--- config.mk ---
export PLATFORM = sky130hd
export DESIGN_NAME = sensor_packet_framer_flat
export DESIGN_NICKNAME = d
export VERILOG_FILES = /design/src/rtl/sensor_packet_framer_if.sv /design/src/rtl/sensor_packet_framer.sv /design/src/flat_wrapper.sv
export SDC_FILE = /design/constraint.sdc
export NUM_CORES = 1
export LEC_CHECK = 0
export CAP_MARGIN = 20
export CORE_MARGIN = 2
export CORE_UTILIZATION = 55
export DETAILED_ROUTE_END_ITERATION = 6
export GPL_TIMING_DRIVEN = 0
export MAX_ROUTING_LAYER = met4
export PLACE_DENSITY = 0.74
export SLEW_MARGIN = 20
export SYNTH_ARGS = -nofsm -noshare
export SYNTH_HDL_FRONTEND = slang
export SYNTH_SLANG_ARGS = --single-unit
--- constraint.sdc ---
create_clock -name clk -period 3.7 [get_ports clk]
set_input_delay 0.37 -clock clk [delete_from_list [all_inputs] [get_ports clk]]
set_output_delay 0.37 -clock clk [all_outputs]
set_load 0.01 [all_outputs]
--- src/rtl/sensor_packet_framer_if.sv ---
// Sample-in / UART-out handshake bundle for sensor_packet_framer.
// master: the framer side; slave: the ADC stage and uart_tx side.
interface sensor_packet_framer_if;
    logic       s_valid;
    logic [7:0] s_data;
    logic       tx_busy;
    logic       tx_start;
    logic [7:0] tx_data;

    modport master (
        input  s_valid,
        input  s_data,
        input  tx_busy,
        output tx_start,
        output tx_data
    );

    modport slave (
        output s_valid,
        output s_data,
        output tx_busy,
        input  tx_start,
        input  tx_data
    );
endinterface

--- src/rtl/sensor_packet_framer.sv ---
// Sample FIFO plus packet framer feeding uart_tx: SYNC, SEQ, payload samples, CHK.
// Define FRAMER_CRC8_EN to make CHK a CRC-8 (poly 0x07) instead of an 8-bit sum.
module sensor_packet_framer #(
    parameter int unsigned DEPTH       = 8,
    parameter int unsigned PAYLOAD_LEN = 4,
    parameter logic [7:0]  SYNC_BYTE   = 8'hA5
) (
    input  logic                         clk,
    input  logic                         rst_n,
    input  logic                         ena,
    sensor_packet_framer_if.master       bus,
    output logic [$clog2(DEPTH+1)-1:0]   fifo_level,
    output logic [7:0]                   drop_cnt
);
    localparam int unsigned PTR_W = $clog2(DEPTH);
    localparam int unsigned LVL_W = $clog2(DEPTH + 1);
    localparam int unsigned IDX_W = $clog2(PAYLOAD_LEN + 4);

    localparam logic [IDX_W-1:0] IDX_SEQ = IDX_W'(1);
    localparam logic [IDX_W-1:0] IDX_CHK = IDX_W'(PAYLOAD_LEN + 2);
    localparam logic [IDX_W-1:0] IDX_END = IDX_W'(PAYLOAD_LEN + 3);
    localparam logic [LVL_W-1:0] LVL_FULL = LVL_W'(DEPTH);
    localparam logic [LVL_W-1:0] LVL_PKT  = LVL_W'(PAYLOAD_LEN);

    localparam logic [2:0] ST_IDLE  = 3'd0;
    localparam logic [2:0] ST_LOAD  = 3'd1;
    localparam logic [2:0] ST_SEND  = 3'd2;
    localparam logic [2:0] ST_GUARD = 3'd3;
    localparam logic [2:0] ST_WAIT  = 3'd4;

    logic [7:0]       mem [DEPTH];
    logic [PTR_W-1:0] wr_ptr_q, rd_ptr_q;
    logic [LVL_W-1:0] level_q, level_d;
    logic [7:0]       drop_q, drop_d;
    logic [2:0]       state_q, state_d;
    logic [IDX_W-1:0] idx_q, idx_d;
    logic [7:0]       seq_q, seq_d;
    logic [7:0]       chk_q, chk_d;
    logic [7:0]       tx_data_q, tx_data_d;
    logic [7:0]       load_byte;
    logic             wr_req, full, in_payload, pop, push, drop;

    function automatic logic [7:0] chk_next(input logic [7:0] chk, input logic [7:0] data);
`ifdef FRAMER_CRC8_EN
        logic [7:0] c;
        c = chk ^ data;
        for (int i = 0; i < 8; i++) begin
            c = c[7] ? ((c << 1) ^ 8'h07) : (c << 1);
        end
        return c;
`else
        return chk + data;
`endif
    endfunction

    assign wr_req     = bus.s_valid && ena;
    assign full       = (level_q == LVL_FULL);
    assign in_payload = (idx_q > IDX_SEQ) && (idx_q < IDX_CHK);
    assign pop        = (state_q == ST_LOAD) && in_payload;
    // A pop in the same cycle frees the slot, so a write to a full FIFO is still taken.
    assign push       = wr_req && (!full || pop);
    assign drop       = wr_req && full && !pop;

    always_comb begin
        if (idx_q == '0) begin
            load_byte = SYNC_BYTE;
        end else if (idx_q == IDX_SEQ) begin
            load_byte = seq_q;
        end else if (in_payload) begin
            load_byte = mem[rd_ptr_q];
        end else begin
            load_byte = chk_q;
        end
    end

    always_comb begin
        state_d   = state_q;
        idx_d     = idx_q;
        seq_d     = seq_q;
        chk_d     = chk_q;
        tx_data_d = tx_data_q;
        level_d   = level_q + LVL_W'(push) - LVL_W'(pop);
        drop_d    = (drop && drop_q != 8'hFF) ? drop_q + 8'd1 : drop_q;
        case (state_q)
            ST_IDLE: begin
                if (ena && level_q >= LVL_PKT && !bus.tx_busy) begin
                    state_d = ST_LOAD;
                    idx_d   = '0;
                end
            end
            ST_LOAD: begin
                tx_data_d = load_byte;
                idx_d     = idx_q + 1'b1;
                state_d   = ST_SEND;
                if (idx_q == '0) begin
                    chk_d = 8'h00;
                end else if (idx_q != IDX_CHK) begin
                    chk_d = chk_next(chk_q, load_byte);
                end
            end
            ST_SEND:  state_d = ST_GUARD;
            // uart_tx busy is registered, so it is not trustworthy until a cycle later.
            ST_GUARD: state_d = ST_WAIT;
            ST_WAIT: begin
                if (!bus.tx_busy) begin
                    if (idx_q == IDX_END) begin
                        state_d = ST_IDLE;
                        seq_d   = seq_q + 8'd1;
                    end else begin
                        state_d = ST_LOAD;
                    end
                end
            end
            default: state_d = ST_IDLE;
        endcase
    end

    always_ff @(posedge clk or negedge rst_n) begin
        if (!rst_n) begin
            wr_ptr_q  <= '0;
            rd_ptr_q  <= '0;
            level_q   <= '0;
            drop_q    <= 8'h00;
            state_q   <= ST_IDLE;
            idx_q     <= '0;
            seq_q     <= 8'h00;
            chk_q     <= 8'h00;
            tx_data_q <= 8'h00;
        end else begin
            if (push) wr_ptr_q <= wr_ptr_q + 1'b1;
            if (pop)  rd_ptr_q <= rd_ptr_q + 1'b1;
            level_q   <= level_d;
            drop_q    <= drop_d;
            state_q   <= state_d;
            idx_q     <= idx_d;
            seq_q     <= seq_d;
            chk_q     <= chk_d;
            tx_data_q <= tx_data_d;
        end
    end

    always_ff @(posedge clk) begin
        if (push) mem[wr_ptr_q] <= bus.s_data;
    end

    assign bus.tx_start = (state_q == ST_SEND);
    assign bus.tx_data  = tx_data_q;
    assign fifo_level   = level_q;
    assign drop_cnt     = drop_q;
endmodule

--- src/flat_wrapper.sv ---
// flat-port wrapper written by rule: the top's interface ports become plain ports
module sensor_packet_framer_flat 
#(
    parameter int unsigned DEPTH       = 8,
    parameter int unsigned PAYLOAD_LEN = 4,
    parameter logic [7:0]  SYNC_BYTE   = 8'hA5
)
  (clk, rst_n, ena, fifo_level, drop_cnt, bus_s_valid, bus_s_data, bus_tx_busy, bus_tx_start, bus_tx_data);
  sensor_packet_framer_if bus_i ();
  input  logic clk;
  input  logic rst_n;
  input  logic ena;
  output logic [$clog2(DEPTH+1)-1:0] fifo_level;
  output logic [7:0] drop_cnt;
  input wire logic [$bits(bus_i.s_valid)-1:0] bus_s_valid;
  input wire logic [$bits(bus_i.s_data)-1:0] bus_s_data;
  input wire logic [$bits(bus_i.tx_busy)-1:0] bus_tx_busy;
  output wire logic [$bits(bus_i.tx_start)-1:0] bus_tx_start;
  output wire logic [$bits(bus_i.tx_data)-1:0] bus_tx_data;
  assign bus_i.s_valid = bus_s_valid;
  assign bus_i.s_data = bus_s_data;
  assign bus_i.tx_busy = bus_tx_busy;
  assign bus_tx_start = bus_i.tx_start;
  assign bus_tx_data = bus_i.tx_data;
  sensor_packet_framer #(.DEPTH(DEPTH), .PAYLOAD_LEN(PAYLOAD_LEN), .SYNC_BYTE(SYNC_BYTE)) u_core (.clk(clk), .rst_n(rst_n), .ena(ena), .bus(bus_i), .fifo_level(fifo_level), .drop_cnt(drop_cnt));
endmodule
==> results of run 1 <==
-- power by group through the flow --
stage	registers (mW)	clock network (mW)	logic, mW
2_1_floorplan	1.74	0	1.41
3_3_place_gp	1.73	0	1.92
3_5_place_dp	1.75	0	2.01
4_1_cts	1.73	0.775	2.03
5_1_grt	1.76	0.822	2.24
6_report	1.73	0.763	2.02
-- cell usage after synthesis (4+ instances only) --
library cell	count
a21oi_1	18
dfrtp_1	48
o22ai_1	5
mux2_2	5
nand4_1	4
ha_1	22
nand3_1	6
buf_2	6
nand2_1	51
mux4_2	16
nor2_1	18
a22o_1	6
o21ai_0	7
edfxtp_1	64
inv_1	19
mux2i_1	4
a21o_1	4
xnor2_1	18
xor2_1	7
-- through the flow --
step	setup slack, ps	util (%)	hold WS (ps)	instances	power, mW
2_1_floorplan	532	-	74.4	380	3.15
3_3_place_gp	-108	61.4	459	524	3.65
3_5_place_dp	97.3	62.3	390	530	3.76
4_1_cts	47.8	64.7	491	547	4.53
5_1_grt	38.5	64.8	523	547	4.82
6_report	185	64.8	485	547	4.51
-- timing repair --
action / in CTS / in global routing
endpoints found under the setup margin: 0 / 1
gates resized for setup: 0 / 6
hold buffers: 1 / 0
endpoints found under the hold margin: 22 / 0
-- tightest hold or removal path, delay by kind of cell, from the launching register on --
family,cells,cell delay [ps]
AND/OR/NAND/NOR,2,100
flip-flops,1,360
-- layer usage --
metal / share of wire (%) / vias to the layer above / wire (µm)
met4: 1.2 / 0 / 118
met1: 45 / 1603 / 4400
met3: 3.1 / 11 / 305
li1: - / 1497 / -
met5: 0 / - / 0
met2: 51 / 61 / 4970
-- layout make-up --
| class | instances | area (µm²) |
|---|---|---|
| fill | 671 | 3230 |
| sequential | 112 | 3120 |
| multi-input combinational | 235 | 1950 |
| timing repair buffer | 40 | 390 |
| tap | 111 | 139 |
| clock buffer | 9 | 124 |
| clock inverter | 7 | 86.3 |
| buffer | 13 | 77.6 |
| inverter | 20 | 75.1 |
-- registers in the layout, summed over array words and instances (netlist names) --
register,count
u_core.bus.tx_data,8
u_core.chk_q,8
u_core.drop_cnt,8
u_core.fifo_level,4
u_core.idx_q,3
u_core.mem,64
u_core.rd_ptr_q,3
u_core.seq_q,8
u_core.state_q,3
u_core.wr_ptr_q,3
-- worst min path at each step --
stage                          start               endpoint  slack (ps)
3_5_place_dp                   rst_n      u_core.state_q[0]         390
4_1_cts        u_core.bus.tx_data[1]  u_core.bus.tx_data[1]         490
2_1_floorplan                  rst_n  u_core.bus.tx_data[0]          70
3_3_place_gp   u_core.bus.tx_data[4]  u_core.bus.tx_data[4]         460
5_1_grt        u_core.bus.tx_data[1]  u_core.bus.tx_data[1]         520
6_report       u_core.bus.tx_data[1]  u_core.bus.tx_data[1]         490
-- logic make-up after synthesis --
logic type      after synthesis
buf+inv                      33
simple gates                106
compound gates               55
xor+xnor                     25
mux                          25
fa+ha+maj                    24
flops                       112
==> metrics, run 1 <==
first-pass GRT wire length=16200 µm; antenna diode count=0; Seq/Total Area, Yosys=60.4%; Worst Path Max Fanout=7; CTS tree=done; P_int=2.78 mW; Net count, final=468; Synth Area in Adders=6.09%; Final Cell Area=5960 µm²; Fin Setup TNS=0 ps; # setup viols final=0; Crit-path slowest cell=mux4_2; CTS Buf Count=9; #FFs+latches synth=112; RSZ-0062 raised after global routing=false; Setup crit start=u_core.rd_ptr_q[0]; EDFF count, synth=64; area grow syn2layout=15.3%; r2r endpoint=u_core.chk_q[6]; Hold Crit Class=register to register; Seq pwr share=38.3%; DRT Pass-1 Iters=4; Starting DRT DRC Count=130; FF-to-FF Start=u_core.rd_ptr_q[0]; GR peak layer=met2; Syn Nets=417; vias per cell=5.80; commonest non-fill, non-tap cell in the layout=edfxtp_1; most frequent cells in the layout=64 x edfxtp_1, 51 x nand2_1, 47 x dfrtp_1; critical path arrival=3800 ps; Slew Limit Fails=0; FP Rows=35; CP Cell Sequence=clkbuf_4 -> mux4_2 -> mux2_2 -> a221o_1 -> ha_1 -> fa_1 -> a21o_1 -> a21oi_1 -> o21bai_1 -> a21oi_1 -> xnor2_1 -> a22o_1; worst-skew pair later-pin latency=380 ps; GRT Overall Usage=21.5%; core box area=9200 µm²; cell mode on critical path=a21oi_1; Area contributors post-synth=edfxtp_1 37%, dfrtp_1 23%, mux4_2 7.0%; CP top delay family=compound AO/OA/AOI/OAI gates; DP HPWL=6940 µm; WL final=9790 µm; Post-Syn Area=5170 µm²; Yosys warning total=0; CP Depth=12; Post-CTS Repair Setup Buffers=0; Clock power frac=16.9%; Max Cap Violations=0; IO buf count=33; # DRC=0; critical path's largest stage delay=520 ps; Initial Utilization=56.3%; final hold violation count=0; die area=10200 µm²; WHS Path Cells=2; post-route ant nets=0; WP data required=3980 ps; vias in the first global route=3152; critical path startpoint category=register; Fmax=0.285 GHz; area leader, netlist=edfxtp_1; Post-Synthesis Cells=380; largest net degree at the start of global routing=27; Worst Path Buf+Inv=1; H-tree level count=3; Peak VDD IR=319 µV; routed wire length per instance=17.9 µm; global route total overflow=0; antenna violations before repair=0; clk buf depth=2; Least-Margin Pin Slew=919 ps; fraction of layout cells with a size suffix above 1=15.8%; Global Route met2 Usage=34.6%; Sw Pwr=1.73 mW; PwrDens=757 nW/µm²; worst-case reg-to-reg path depth=12; switching share of total power=38.4%; top_reg_cell synth=edfxtp_1; max_slew headroom=38.5%; routability cong.=0.843; dpl cell area=5730 µm²; multiplexer area fraction after synthesis=8.83%; combinational share of power=44.8%; Die X-Extent=101 µm; Setup CP Type=register to register; share of synthesized flip-flops with an asynchronous set or reset=42.9%; run status=finished, final reports clean; flop2flop setup slack=190 ps; synth unique cells=52; clock sinks=112; Post-Synth XOR/XNOR Area=4.23%; Synth Area in Compound Gates=7.33%; main combinational cell family by area after synthesis=simple AND/OR/NAND/NOR gates; via count=3172; fin crit period=3510 ps; number of I/O pins=34; CP endpoint kind=register; worst clock skew=13.4 ps; CP endpoint=u_core.chk_q[6]; Die H=101 µm; Yosys top cell area share=37.1%; Clk pin slew, worst setup/hold paths=120 ps; CTS root buf=clkbuf_8; met1 usage=29.0%; Final period util=95.0%; Synth Area in Simple Gates=10.4%; syn_area_per_cell=13.6 µm²; Pleak=2.37 nW; met3 Usage GRT=4.02%
No activity file was read; power rests on OpenSTA's default activity.
==> inputs of run 2 (changes only) <==
Settings changed: DONT_BUFFER_PORTS set to 1, PLACE_DENSITY 0.74 to 0.69.
==> run 2 against run 1 <==
Total power shrank 4.4%. Final cell count shrank 6.0%. Clock-buffer cell count unchanged. Largest cell class unchanged.
==> metrics, run 2 (synthesis results as in run 1) <==
run status=finished, final reports clean; routed wire length per instance=17.9 µm (-0.23%); max FFs per register=64 (unchanged); first-pass GRT wire length=15500 µm (-4.2%); Die H=101 µm (unchanged); CTS Buf Count=9 (unchanged); critical path's largest stage delay=510 ps (about the same); Worst Path Max Fanout=7 (unchanged); H-tree level count=3 (unchanged); WL final=9180 µm (-6.2%); Net count, final=435 (-7.1%); worst-skew pair later-pin latency=390 ps (about the same); number of I/O pins=34 (unchanged); CP endpoint kind=register; WHS Path Cells=0 (-2); Clk pin slew, worst setup/hold paths=130 ps (about the same); PwrDens=763 nW/µm² (+0.81%); Slew Limit Fails=0 (unchanged); Fmax=0.287 GHz (+0.95%); worst-case reg-to-reg path depth=12 (unchanged); Tot Pwr=4.31 mW (-4.4%); WP data required=3970 ps (about the same); most frequent cells in the layout=64 x edfxtp_1, 51 x nand2_1, 48 x dfrtp_1; global route total overflow=0 (unchanged); Reg with most FFs=u_core.mem; core box area=9200 µm² (unchanged); via count=2942 (-7.3%); CTS tree=done; largest net degree at the start of global routing=49 (+81%); die area=10200 µm² (unchanged); post-route ant nets=0 (unchanged); area grow syn2layout=9.29%; CP Depth=12 (unchanged); cell mode on critical path=a21oi_1; critical path arrival=3750 ps (-50 ps); DP HPWL=6550 µm (-5.7%); Setup WS pre-CTS=95.9 ps (-1.42 ps); commonest non-fill, non-tap cell in the layout=edfxtp_1; Final Cell Area=5650 µm² (-5.2%); CP Cell Sequence=clkbuf_4 -> mux4_2 -> mux2_2 -> a221o_1 -> ha_1 -> fa_1 -> a21o_1 -> a21oi_1 -> o21bai_1 -> a21oi_1 -> xnor2_1 -> a22o_1; worst clock skew=15.8 ps (+2.41 ps); GRT Overall Usage=20.8% (-0.71 points); dpl cell area=5390 µm² (-6.0%); Least-Margin Pin Slew=869 ps (-50.3 ps); Max Cap Violations=0 (unchanged); FP Rows=35 (unchanged); CP top delay family=compound AO/OA/AOI/OAI gates; # DRC=0 (unchanged); final hold violation count=0 (unchanged); Final period util=94.1% (-0.89 points); Final Non-Filler Cells=514 (-6.0%); antenna diode count=0 (unchanged); DRT Pass-1 Iters=4 (unchanged); Setup CP Type=register to register; Fill cells=724 (+7.9%); post-layout util=61.5% (-3.4 points); Fin Setup TNS=0 ps (unchanged); antenna violations before repair=0 (unchanged); Worst Setup Slack, final=218 ps (+33.0 ps); Initial Utilization=56.3% (unchanged); routability cong.=0.814 (-3.5%); clk buf depth=2 (unchanged); fraction of layout cells with a size suffix above 1=16.6% (+0.80 points); max_slew headroom=41.8% (+3.3 points); vias in the first global route=3014 (-4.4%); Worst Path Buf+Inv=1 (unchanged); RSZ-0062 raised after global routing=false; critical path startpoint category=register; vias per cell=5.72 (-1.3%); Pleak=2.25 nW (-4.9%); # setup viols final=0 (unchanged); CTS root buf=clkbuf_8; Crit-path slowest cell=mux4_2; Cells after DPL=496 (-6.4%); Peak VDD IR=323 µV (+1.2%); IO buf count=0 (-100%); fin crit period=3480 ps (-33.0 ps); Die X-Extent=101 µm (unchanged); clock sinks=112 (unchanged); Starting DRT DRC Count=103 (-21%); Hold WS=65.2 ps (-420 ps); Hold Crit Class=input port to register
==> run 2: changes by cell type in the layout (fill, tap and decap cells not counted) <==
cell / change
inv_6: -1
dfrtp_1: +1
buf_16: +1
buf_2: -2
clkdlybuf4s50_1: -32
inv_12: +1
dfrtp_2: -1
buf_12: -1
buf_4: +1
==> run 2: per-layer routing <==
layer / GRT usage [%] / wire length, µm / part of all wire (%)
met5: - / 0 / 0
met4: 5.93 / 138 / 1.5
met3: 5.62 / 355 / 3.9
met2: 32.6 / 4590 / 50
met1: 27.0 / 4100 / 45
==> run 2: path summary, 6_finish.rpt <==
path | to | startpoint | slack [ps]
setup / recovery | u_core.chk_q[6] | u_core.rd_ptr_q[0] | 220
setup reg to reg | u_core.chk_q[6] | u_core.rd_ptr_q[0] | 220
max in group asynchronous | u_core.chk_q[5] | rst_n | 2980
min in group asynchronous | u_core.seq_q[3] | rst_n | 510
hold reg to reg | u_core.seq_q[7] | u_core.seq_q[7] | 490
hold / removal | u_core.mem[6][6] | bus_s_data[6] | 70
==> run 2: report_power, final <==
| group | switching, mW | total (mW) | leakage [nW] | internal, mW |
|---|---|---|---|---|
| sequential | 0.225 | 1.77 | 1.19 | 1.55 |
| combinational | 0.961 | 1.78 | 0.952 | 0.814 |
| clock | 0.482 | 0.766 | 0.108 | 0.284 |
| total | 1.67 | 4.31 | 2.25 | 2.65 |
==> run 2: timing repair <==
action,CTS,global route
setup endpoints to repair,0,1
hold buffers,2,0
endpoints found under the hold margin,48,0
buffers inserted,0,0
resized for setup,0,5
==> run 2: layout make-up <==
cell class | count | area [µm²] | area share, %
flip-flops and latches | 112 | 3120 | 55.2
multi-input cells | 235 | 1950 | 34.4
well taps | 111 | 139 | 2.46
clock buffers | 9 | 124 | 2.19
clock inverters | 7 | 93.8 | 1.66
plain buffers | 13 | 77.6 | 1.37
repair buffers | 7 | 75.1 | 1.33
inverters | 20 | 75.1 | 1.33
==> run 2: worst register-to-register path, delay by kind of cell (launching register included) <==
family | cells | cell delay [ps]
AOI/OAI and AO/OA | 6 | 1230
xor gates and xnor gates | 1 | 80
muxes | 2 | 810
adders and majority gates | 2 | 640
DFF | 1 | 390
buffers and inverters | 1 | 230
==> inputs of run 3 (changes only) <==
Settings changed: CORE_UTILIZATION 55 to 50, PLACE_DENSITY 0.69 to 0.64.
==> run 3 against run 2 <==
Total power increased by 2.1%. Clock skew is 4.2 ps higher. Flip-flop and latch count unchanged. Hold slack worse by 3.3 ps. Register-to-register slack barely moved. Non-clock buffer count rose by 2. Sequential share of layout area decreased by 0.51 points. Fmax about the same. Critical path depth stayed put. Routed wire length is 7.0% higher. Clock-buffer cell count rose by 1. Die area is 9.6% higher. Largest cell class unchanged. Highest routed layer unchanged.
==> metrics, run 3 (synthesis results as in run 1) <==
DP HPWL=6950 µm (+6.2%); cell mode on critical path=a21oi_1; IO buf count=0 (unchanged); CP Cell Sequence=clkbuf_4 -> mux4_2 -> mux2_2 -> a221o_1 -> ha_1 -> fa_1 -> a21o_1 -> a21oi_1 -> o21bai_1 -> a21oi_1 -> xnor2_1 -> a22o_1; most frequent cells in the layout=64 x edfxtp_1, 51 x nand2_1, 48 x dfrtp_1; WL final=9830 µm (+7.0%); Starting DRT DRC Count=107 (+3.9%); Sw Pwr=1.64 mW (-1.5%); Slew Limit Fails=0 (unchanged); critical path arrival=3770 ps (+20 ps); # setup viols final=0 (unchanged); switching share of total power=37.3% (-1.3 points); Pleak=2.26 nW (+0.54%); post-route ant nets=0 (unchanged); Peak VDD IR=454 µV (+41%); CTS root buf=clkbuf_8; max_slew headroom=38.8% (-3.0 points); run status=finished, final reports clean; Fin Setup TNS=0 ps (unchanged); Fill cells=844 (+17%); first-pass GRT wire length=15900 µm (+2.2%); Final period util=94.1% (about the same); routability cong.=0.792 (-2.7%); Least-Margin Pin Slew=915 ps (+46.0 ps); combinational share of power=41.1% (about the same); critical path startpoint category=register; Register Area=3120 µm² (unchanged); Worst Path Max Fanout=7 (unchanged); CTS tree=done; worst clock skew=20.0 ps (+4.15 ps); Reg with most FFs=u_core.mem; WP data required=3990 ps (+20 ps); fraction of layout cells with a size suffix above 1=16.8% (+0.16 points); global route total overflow=0 (unchanged); P_int=2.76 mW (+4.3%); RSZ-0062 raised after global routing=false; via count=3001 (+2.0%); Cells after DPL=523 (+5.4%); H-tree level count=3 (unchanged); number of I/O pins=34 (unchanged); Post-CTS Repair Setup Buffers=0 (unchanged); largest net degree at the start of global routing=49 (unchanged); Clock power frac=18.6% (+0.8 points); CP endpoint kind=register; Net count, final=437 (+0.46%); clk buf depth=2 (unchanged); fin crit period=3480 ps (-1.62 ps); final hold violation count=0 (unchanged); routed wl met3=400 µm (+13%); # DRC=0 (unchanged); antenna violations before repair=0 (unchanged); max FFs per register=64 (unchanged); die area=11200 µm² (+9.6%); PwrDens=771 nW/µm² (+1.1%); clock sinks=112 (unchanged); Hold Crit Class=input port to register; worst-skew pair later-pin latency=390 ps (about the same); routed wire length per instance=18.2 µm (+1.7%); vias per cell=5.55 (-3.1%); commonest non-fill, non-tap cell in the layout=edfxtp_1; Clk pin slew, worst setup/hold paths=110 ps (-20 ps); antenna diode count=0 (unchanged); CTS Buf Count=9 (unchanged); Crit-path slowest cell=mux4_2; core box area=10200 µm² (+11%); Setup CP Type=register to register; Die X-Extent=106 µm (+4.7%); wire length on met1=4390 µm (+7.2%); highest routed layer=met4; DR WL met2=4930 µm (+7.3%); Fmax=0.287 GHz (about the same); area grow syn2layout=10.3%; area of the multi-input gates=1950 µm² (unchanged); vias in the first global route=2989 (-0.83%); Final Non-Filler Cells=541 (+5.3%); FP Rows=37 (+5.7%); Initial Utilization=50.8% (-5.5 points); Max Cap Violations=0 (unchanged); DRT Pass-1 Iters=5 (+1); critical path's largest stage delay=510 ps (about the same); Seq pwr share=40.3% (-0.8 points); Die H=106 µm (+4.7%); GRT Overall Usage=19.5% (-1.3 points)
==> run 3: worst max-delay path, delay by kind of cell, from the launching register on <==
kind / cells / cell delay (ps)
compound gates: 6 / 1230
mux: 2 / 810
fa+ha+maj: 2 / 630
flops: 1 / 390
buf+inv: 1 / 240
xor+xnor: 1 / 80
==> run 3: worst paths after layout <==
| check | start | to | slack [ps] | depth (start not counted) |
|---|---|---|---|---|
| max | u_core.rd_ptr_q[0] | u_core.chk_q[6] | 220 | 12 |
| min | bus_s_data[7] | u_core.mem[5][7] | 60 | 0 |
| max reg2reg | u_core.rd_ptr_q[0] | u_core.chk_q[6] | 220 | 12 |
| min reg2reg | u_core.seq_q[7] | u_core.seq_q[7] | 490 | 1 |
| max in group asynchronous | rst_n | u_core.bus.tx_data[4] | 2970 | 2 |
| min in group asynchronous | rst_n | u_core.seq_q[6] | 510 | 2 |
==> run 3: repair_timing <==
action | 4_1_cts | 5_1_grt
setup endpoints to repair | 0 | 1
hold endpoints to repair | 48 | 0
hold buffers | 2 | 0
gates resized for setup | 0 | 5
==> run 3: layout make-up <==
| class | count | area share [%] |
|---|---|---|
| inverters | 20 | 1.32 |
| repair buffers | 9 | 1.58 |
| clock inverters | 6 | 1.69 |
| plain buffers | 13 | 1.36 |
| well taps | 136 | 2.98 |
| multi-input cells | 235 | 34.1 |
| clock buffers | 10 | 2.24 |
| flip-flops and latches | 112 | 54.7 |
==> run 3: routing by layer <==
layer | global-route usage (%) | vias up
li1 | - | 1424
met3 | 6.25 | 9
met5 | - | -
met1 | 23.6 | 1521
met2 | 32.0 | 47
met4 | 5.17 | 0
==> run 3: stage by stage <==
step	cell area (µm²)	setup WS [ps]	power [mW]	util [%]	hold WS (ps)
2_1_floorplan	5170	532	3.15	-	74.4
3_3_place_gp	5340	-206	3.50	52.5	75.5
3_5_place_dp	5440	124	3.58	53.4	75.5
4_1_cts	5700	93.6	4.42	55.9	45.4
5_1_grt	5710	42.7	4.70	56.0	30.4
6_report	5710	220	4.40	56.0	61.9
==> run 3: power by group through the flow <==
stage	sequential, mW	clock (mW)	combinational (mW)
2_1_floorplan	1.74	0	1.41
3_3_place_gp	1.79	0	1.71
3_5_place_dp	1.80	0	1.78
4_1_cts	1.77	0.838	1.81
5_1_grt	1.80	0.890	2.01
6_report	1.77	0.818	1.81
==> RTL change 1, RTL diff (flow settings as in run 3) <==
Build with the macro `FRAMER_CRC8_EN` defined.
--- a/src/rtl/sensor_packet_framer.sv
+++ b/src/rtl/sensor_packet_framer.sv
@@ -1,5 +1,7 @@
 // Sample FIFO plus packet framer feeding uart_tx: SYNC, SEQ, payload samples, CHK.
 // Define FRAMER_CRC8_EN to make CHK a CRC-8 (poly 0x07) instead of an 8-bit sum.
+`define FRAMER_CRC8_EN
+
 module sensor_packet_framer #(
     parameter int unsigned DEPTH       = 8,
     parameter int unsigned PAYLOAD_LEN = 4,
Formal check against the unedited RTL: no difference found for any inputs over 10 cycles, from zero or initial values and one cycle with rst_n low; that may be too few to reach the edited logic, so the function may still have changed.
==> RTL change 1 against run 3 <==
Total power grew 11%. Area after synthesis grew 1.6%. Wire length shrank 0.24%. Clock skew shrank 0.0086 ns. Count of clock-buffer cells in the layout shrank 1. Worst hold slack gained 0.014 ns. Maximum frequency grew 5.4%. Sequential cell count is the same. Combinational power grew 30%. Worst setup slack gained 0.18 ns. Final area grew 0.61%. Largest cell class unchanged.
==> RTL change 1: results (changes against run 3) <==
.. list-table::
   :header-rows: 1

   * - Metric
     - Value
   * - Global Route met2 Usage
     - 0.3219 (was 0.3198)
   * - Iteration-0 DRC Markers
     - 150 (was 107)
   * - Share of cells above drive strength 1
     - 0.1552 (was 0.1679)
   * - Combined area of all synthesized cells
     - 5256 um2 (was 5174 um2)
   * - Count of cell types in the netlist
     - 61 (was 52)
   * - Final GP Congestion
     - 0.8858 (was 0.7919)
   * - Met3 Track Usage GR
     - 0.05334 (was 0.06246)
   * - HPWL reported at the end of detailed placement
     - 6985 um (was 6954 um)
   * - Delay of the slowest cell on the worst path
     - 0.79 ns (was 0.51 ns)
   * - Top cells by area, synth
     - sky130_fd_sc_hd__edfxtp_1 (37%), sky130_fd_sc_hd__dfrtp_1 (23%), sky130_fd_sc_hd__xnor2_1 (4.5%) (was sky130_fd_sc_hd__edfxtp_1 (37%), sky130_fd_sc_hd__dfrtp_1 (23%), sky130_fd_sc_hd__mux4_2 (7.0%))
   * - Wire length of the first global-routing pass
     - 15980 um (was 15860 um)
   * - Power dissipated by switching net loads
     - 0.001897 W (was 0.001644 W)
   * - Commonest cells post-synth
     - sky130_fd_sc_hd__edfxtp_1 (64), sky130_fd_sc_hd__dfrtp_1 (48), sky130_fd_sc_hd__nand2_1 (43) (was sky130_fd_sc_hd__edfxtp_1 (64), sky130_fd_sc_hd__nand2_1 (51), sky130_fd_sc_hd__dfrtp_1 (48))
   * - Number of global-route vias before repair
     - 3043 (was 2989)
   * - GR Layer Usage met1
     - 0.2392 (was 0.2358)
   * - DR vias/cell
     - 5.480 (was 5.547)
   * - Post-placement worst setup slack
     - 0.3526 ns (was 0.1244 ns)
   * - Drt pass-1 iters
     - 4 (was 5)
   * - Combined global-route utilization of all metal layers
     - 0.1956 (was 0.1952)
   * - Routed len/inst
     - 18.09 um (was 18.17 um)
   * - Xor-xnor portion of the synthesized cell area
     - 0.08141 (was 0.04232)
   * - Post-synthesis sequential area ratio
     - 0.5941 (was 0.6036)
   * - Run status
     - completed (unchanged)
   * - Critical-path maximum fanout
     - 8 (was 7)
   * - Area fraction in compound gates after synthesis
     - 0.07094 (was 0.07328)
   * - Cell family contributing the most delay on the critical path
     - simple AND/OR/NAND/NOR gates (was compound AO/OA/AOI/OAI gates)
   * - Worst slew margin relative to its limit
     - 0.3509 (was 0.3878)
   * - Critical-path cell with the highest stage delay
     - sky130_fd_sc_hd__nor2_1 (was sky130_fd_sc_hd__mux4_2)
   * - Final worst clock skew
     - 0.01142 ns (was 0.01997 ns)
   * - Proportion of synthesized area in mux cells
     - 0.09045 (was 0.08827)
   * - Fraction of the mapped netlist area in adder cells
     - 0.03951 (was 0.06094)
   * - Instance area at placement
     - 5494 um2 (was 5435 um2)
   * - Worst IR Drop VDD
     - 0.0004767 V (was 0.0004542 V)
   * - Net count reported at finish
     - 430 (was 437)
==> RTL change 1: cell types whose count changed after synthesis, moves of 5 or more <==
cell | run 3 | this run
sky130_fd_sc_hd__mux4_2 | 16 | 5
sky130_fd_sc_hd__xnor2_1 | 18 | 27
sky130_fd_sc_hd__nand2_1 | 51 | 43
sky130_fd_sc_hd__ha_1 | 22 | 15
sky130_fd_sc_hd__mux2_2 | 5 | 12
sky130_fd_sc_hd__a21oi_1 | 18 | 12
sky130_fd_sc_hd__mux4_1 | 0 | 6
sky130_fd_sc_hd__o21ai_1 | 0 | 6
sky130_fd_sc_hd__inv_1 | 19 | 14
==> RTL change 1: power by group through the flow <==
stage / registers, W / logic, W / clock network (W)
finish: 0.00179 / 0.00235 / 0.000752
global route: 0.00182 / 0.00260 / 0.000821
CTS: 0.00179 / 0.00237 / 0.000780
detailed placement: 0.00182 / 0.00234 / 0
global placement: 0.00181 / 0.00228 / 0
floorplan: 0.00176 / 0.00190 / 0
==> RTL change 1: through the flow <==
stage / cells / util
5_1_grt: 542 / 0.5587
4_1_cts: 542 / 0.5587
2_1_floorplan: 384 / -
6_report: 542 / 0.5587
3_3_place_gp: 520 / 0.5280
3_5_place_dp: 524 / 0.5346
==> RTL change 1: path summary, 6_finish.rpt <==
check	from	to	slack (ns)	cells past startpoint
max in group asynchronous	rst_n	u_core.chk_q[6]	3.00	2
min in group asynchronous	rst_n	u_core.state_q[2]	0.49	2
max reg2reg	u_core.idx_q[1]	u_core.mem[7][1]	0.40	9
max	u_core.idx_q[1]	u_core.mem[7][1]	0.40	9
min	bus_s_data[7]	u_core.mem[3][7]	0.08	0
min reg2reg	u_core.seq_q[7]	u_core.seq_q[7]	0.49	1
==> RTL change 1: layout make-up <==
| cell class | instances | area, um2 |
|---|---|---|
| Fill cell | 839 | 4536 |
| Sequential cell | 112 | 3123 |
| Multi-Input combinational cell | 245 | 2029 |
| Tap cell | 136 | 170.2 |
| Clock buffer | 9 | 123.9 |
| Buffer | 13 | 88.84 |
| Clock inverter | 7 | 86.33 |
| Timing Repair Buffer | 6 | 67.56 |
| Inverter | 14 | 52.55 |
==> RTL change 1: routing by layer <==
layer  vias up  share of wire
met2        35           0.50
met5         -              0
met1      1494           0.45
li1       1430              -
met4         0          0.011
met3        11          0.029
==> RTL change 1: repair_timing <==
action / in CTS / in global routing
endpoints found under the hold margin: 48 / 0
endpoints found under the setup margin: 0 / 0
hold buffers: 2 / 0
==> RTL change 1: kinds of logic (layout without fill, tap and decap cells) <==
group,count (synthesis),in the layout
buf+inv,27,49
flops,112,112
compound gates,56,56
mux,30,30
simple gates,102,102
fa+ha+maj,16,16
xor+xnor,41,41
==> RTL change 2, RTL diff (config.mk and constraints of run 3) <==
Made on the original files. Take the reset off `tx_data_q` and load it in a clocked block of its own.
--- a/src/rtl/sensor_packet_framer.sv
+++ b/src/rtl/sensor_packet_framer.sv
@@ -125,7 +125,6 @@
             idx_q     <= '0;
             seq_q     <= 8'h00;
             chk_q     <= 8'h00;
-            tx_data_q <= 8'h00;
         end else begin
             if (push) wr_ptr_q <= wr_ptr_q + 1'b1;
             if (pop)  rd_ptr_q <= rd_ptr_q + 1'b1;
@@ -135,8 +134,11 @@
             idx_q     <= idx_d;
             seq_q     <= seq_d;
             chk_q     <= chk_d;
-            tx_data_q <= tx_data_d;
         end
+    end
+
+    always_ff @(posedge clk) begin
+        tx_data_q <= tx_data_d;
     end
 
     always_ff @(posedge clk) begin
Check against the original RTL: differs if rst_n is asserted again (counterexample within 10 cycles, from zero or initial values and one cycle with rst_n low); with rst_n held inactive, the same outputs for 10 cycles.
==> RTL change 2 against run 3 <==
Worst hold slack improved by 0.0058 ns. Worst setup slack improved by 0.017 ns. Combinational power fell by 9.9%. Total power fell by 6.3%. Highest routed layer unchanged. Final area fell by 3.2%. Die area fell by 2.7%. Global-route usage fell by 0.97 points. Sequential cell count did not move. Wire length fell by 8.8%. Area after synthesis fell by 2.8%.
==> RTL change 2: results (changes against run 3) <==
.. list-table::
   :header-rows: 1

   * - Metric
     - Value
   * - Sw Share
     - 0.3718 (was 0.3733)
   * - Logic inverters
     - 17 (was 20)
   * - Transition time at the pin with the least slew margin
     - 0.8310 ns (was 0.9149 ns)
   * - Filler Cells Inserted
     - 790 (was 844)
   * - Wire length of the first global-routing pass
     - 14880 um (was 15860 um)
   * - Sequential cell fraction of total power
     - 0.439 (was 0.403)
   * - Reg2Reg Depth
     - 13 (was 12)
   * - HPWL reported at the end of detailed placement
     - 6360 um (was 6954 um)
   * - Total wire length
     - 8965 um (was 9828 um)
   * - Non-clock buffer total of the final layout
     - 16 (was 22)
   * - Instance area at placement
     - 5276 um2 (was 5435 um2)
   * - Cell count after placement
     - 481 (was 523)
   * - Iteration-0 DRC Markers
     - 133 (was 107)
   * - Post-placement worst setup slack
     - -0.2990 ns (was 0.1244 ns)
   * - Comb_multi_in
     - 205 (was 235)
   * - Hold path start
     - bus_s_data[5] (was bus_s_data[7])
   * - FF+latch count
     - 112 (unchanged)
   * - Post-synth ARST share
     - 0.3571 (was 0.4286)
   * - Fraction of standard cell area that is sequential
     - 0.5727 (was 0.5472)
   * - Portion of the clock cycle consumed by the worst path in the final layout
     - 0.9359 (was 0.9405)
   * - Mapped Avg Cell Area
     - 14.70 um2 (was 13.62 um2)
   * - Register-to-Register Setup Slack
     - 0.24 ns (was 0.22 ns)
   * - Worst EP arrival
     - 3.74 ns (was 3.77 ns)
   * - Syn Nets
     - 379 (was 417)
   * - DR vias/cell
     - 5.469 (was 5.547)
   * - Non-clock buffer contribution to total cell area
     - 0.02197 (was 0.02938)
   * - Fraction of area in multi-input gates
     - 0.3302 (was 0.3412)
   * - Combined global-route utilization of all metal layers
     - 0.1855 (was 0.1952)
   * - Clock distribution area overhead in the final layout
     - 0.03351 (was 0.03925)
   * - Area of all placed cells without fillers
     - 5525 um2 (was 5707 um2)
   * - Xor-xnor portion of the synthesized cell area
     - 0.04505 (was 0.04232)
   * - EDFF count, synth
     - 72 (was 64)
   * - Final GP Congestion
     - 0.8063 (was 0.7919)
   * - Top cells by area, synth
     - sky130_fd_sc_hd__edfxtp_1 (43%), sky130_fd_sc_hd__dfrtp_1 (20%), sky130_fd_sc_hd__mux4_2 (6.3%) (was sky130_fd_sc_hd__edfxtp_1 (37%), sky130_fd_sc_hd__dfrtp_1 (23%), sky130_fd_sc_hd__mux4_2 (7.0%))
   * - Fin cells
     - 499 (was 541)
   * - Run status
     - completed (unchanged)
   * - Combinational-cell power consumption
     - 0.00163 W (was 0.00181 W)
   * - Sequential power
     - 0.00181 W (was 0.00177 W)
   * - LEAKAGE
     - 2.122 nW (was 2.260 nW)
   * - Share of cells above drive strength 1
     - 0.1694 (was 0.1679)
   * - Final worst clock skew
     - 0.01470 ns (was 0.01997 ns)
RTL change 2: cell types whose count changed after synthesis, moves of 4 or more:
cell | run 3 | this run
sky130_fd_sc_hd__nand2_1 | 51 | 31
sky130_fd_sc_hd__dfrtp_1 | 48 | 40
sky130_fd_sc_hd__edfxtp_1 | 64 | 72
sky130_fd_sc_hd__a21oi_1 | 18 | 12
sky130_fd_sc_hd__buf_2 | 6 | 1
sky130_fd_sc_hd__o22ai_1 | 5 | 0
sky130_fd_sc_hd__inv_1 | 19 | 15
sky130_fd_sc_hd__nor2_1 | 18 | 14
sky130_fd_sc_hd__o221ai_1 | 0 | 4
RTL change 2: metal layers:
metal / part of all wire / GRT usage / up-vias / wire [um]
met5: 0 / - / - / 0
met1: 0.46 / 0.2355 / 1357 / 4139
met3: 0.042 / 0.06767 / 15 / 380
met2: 0.48 / 0.2843 / 35 / 4331
met4: 0.013 / 0.04923 / 0 / 114
li1: - / - / 1322 / -
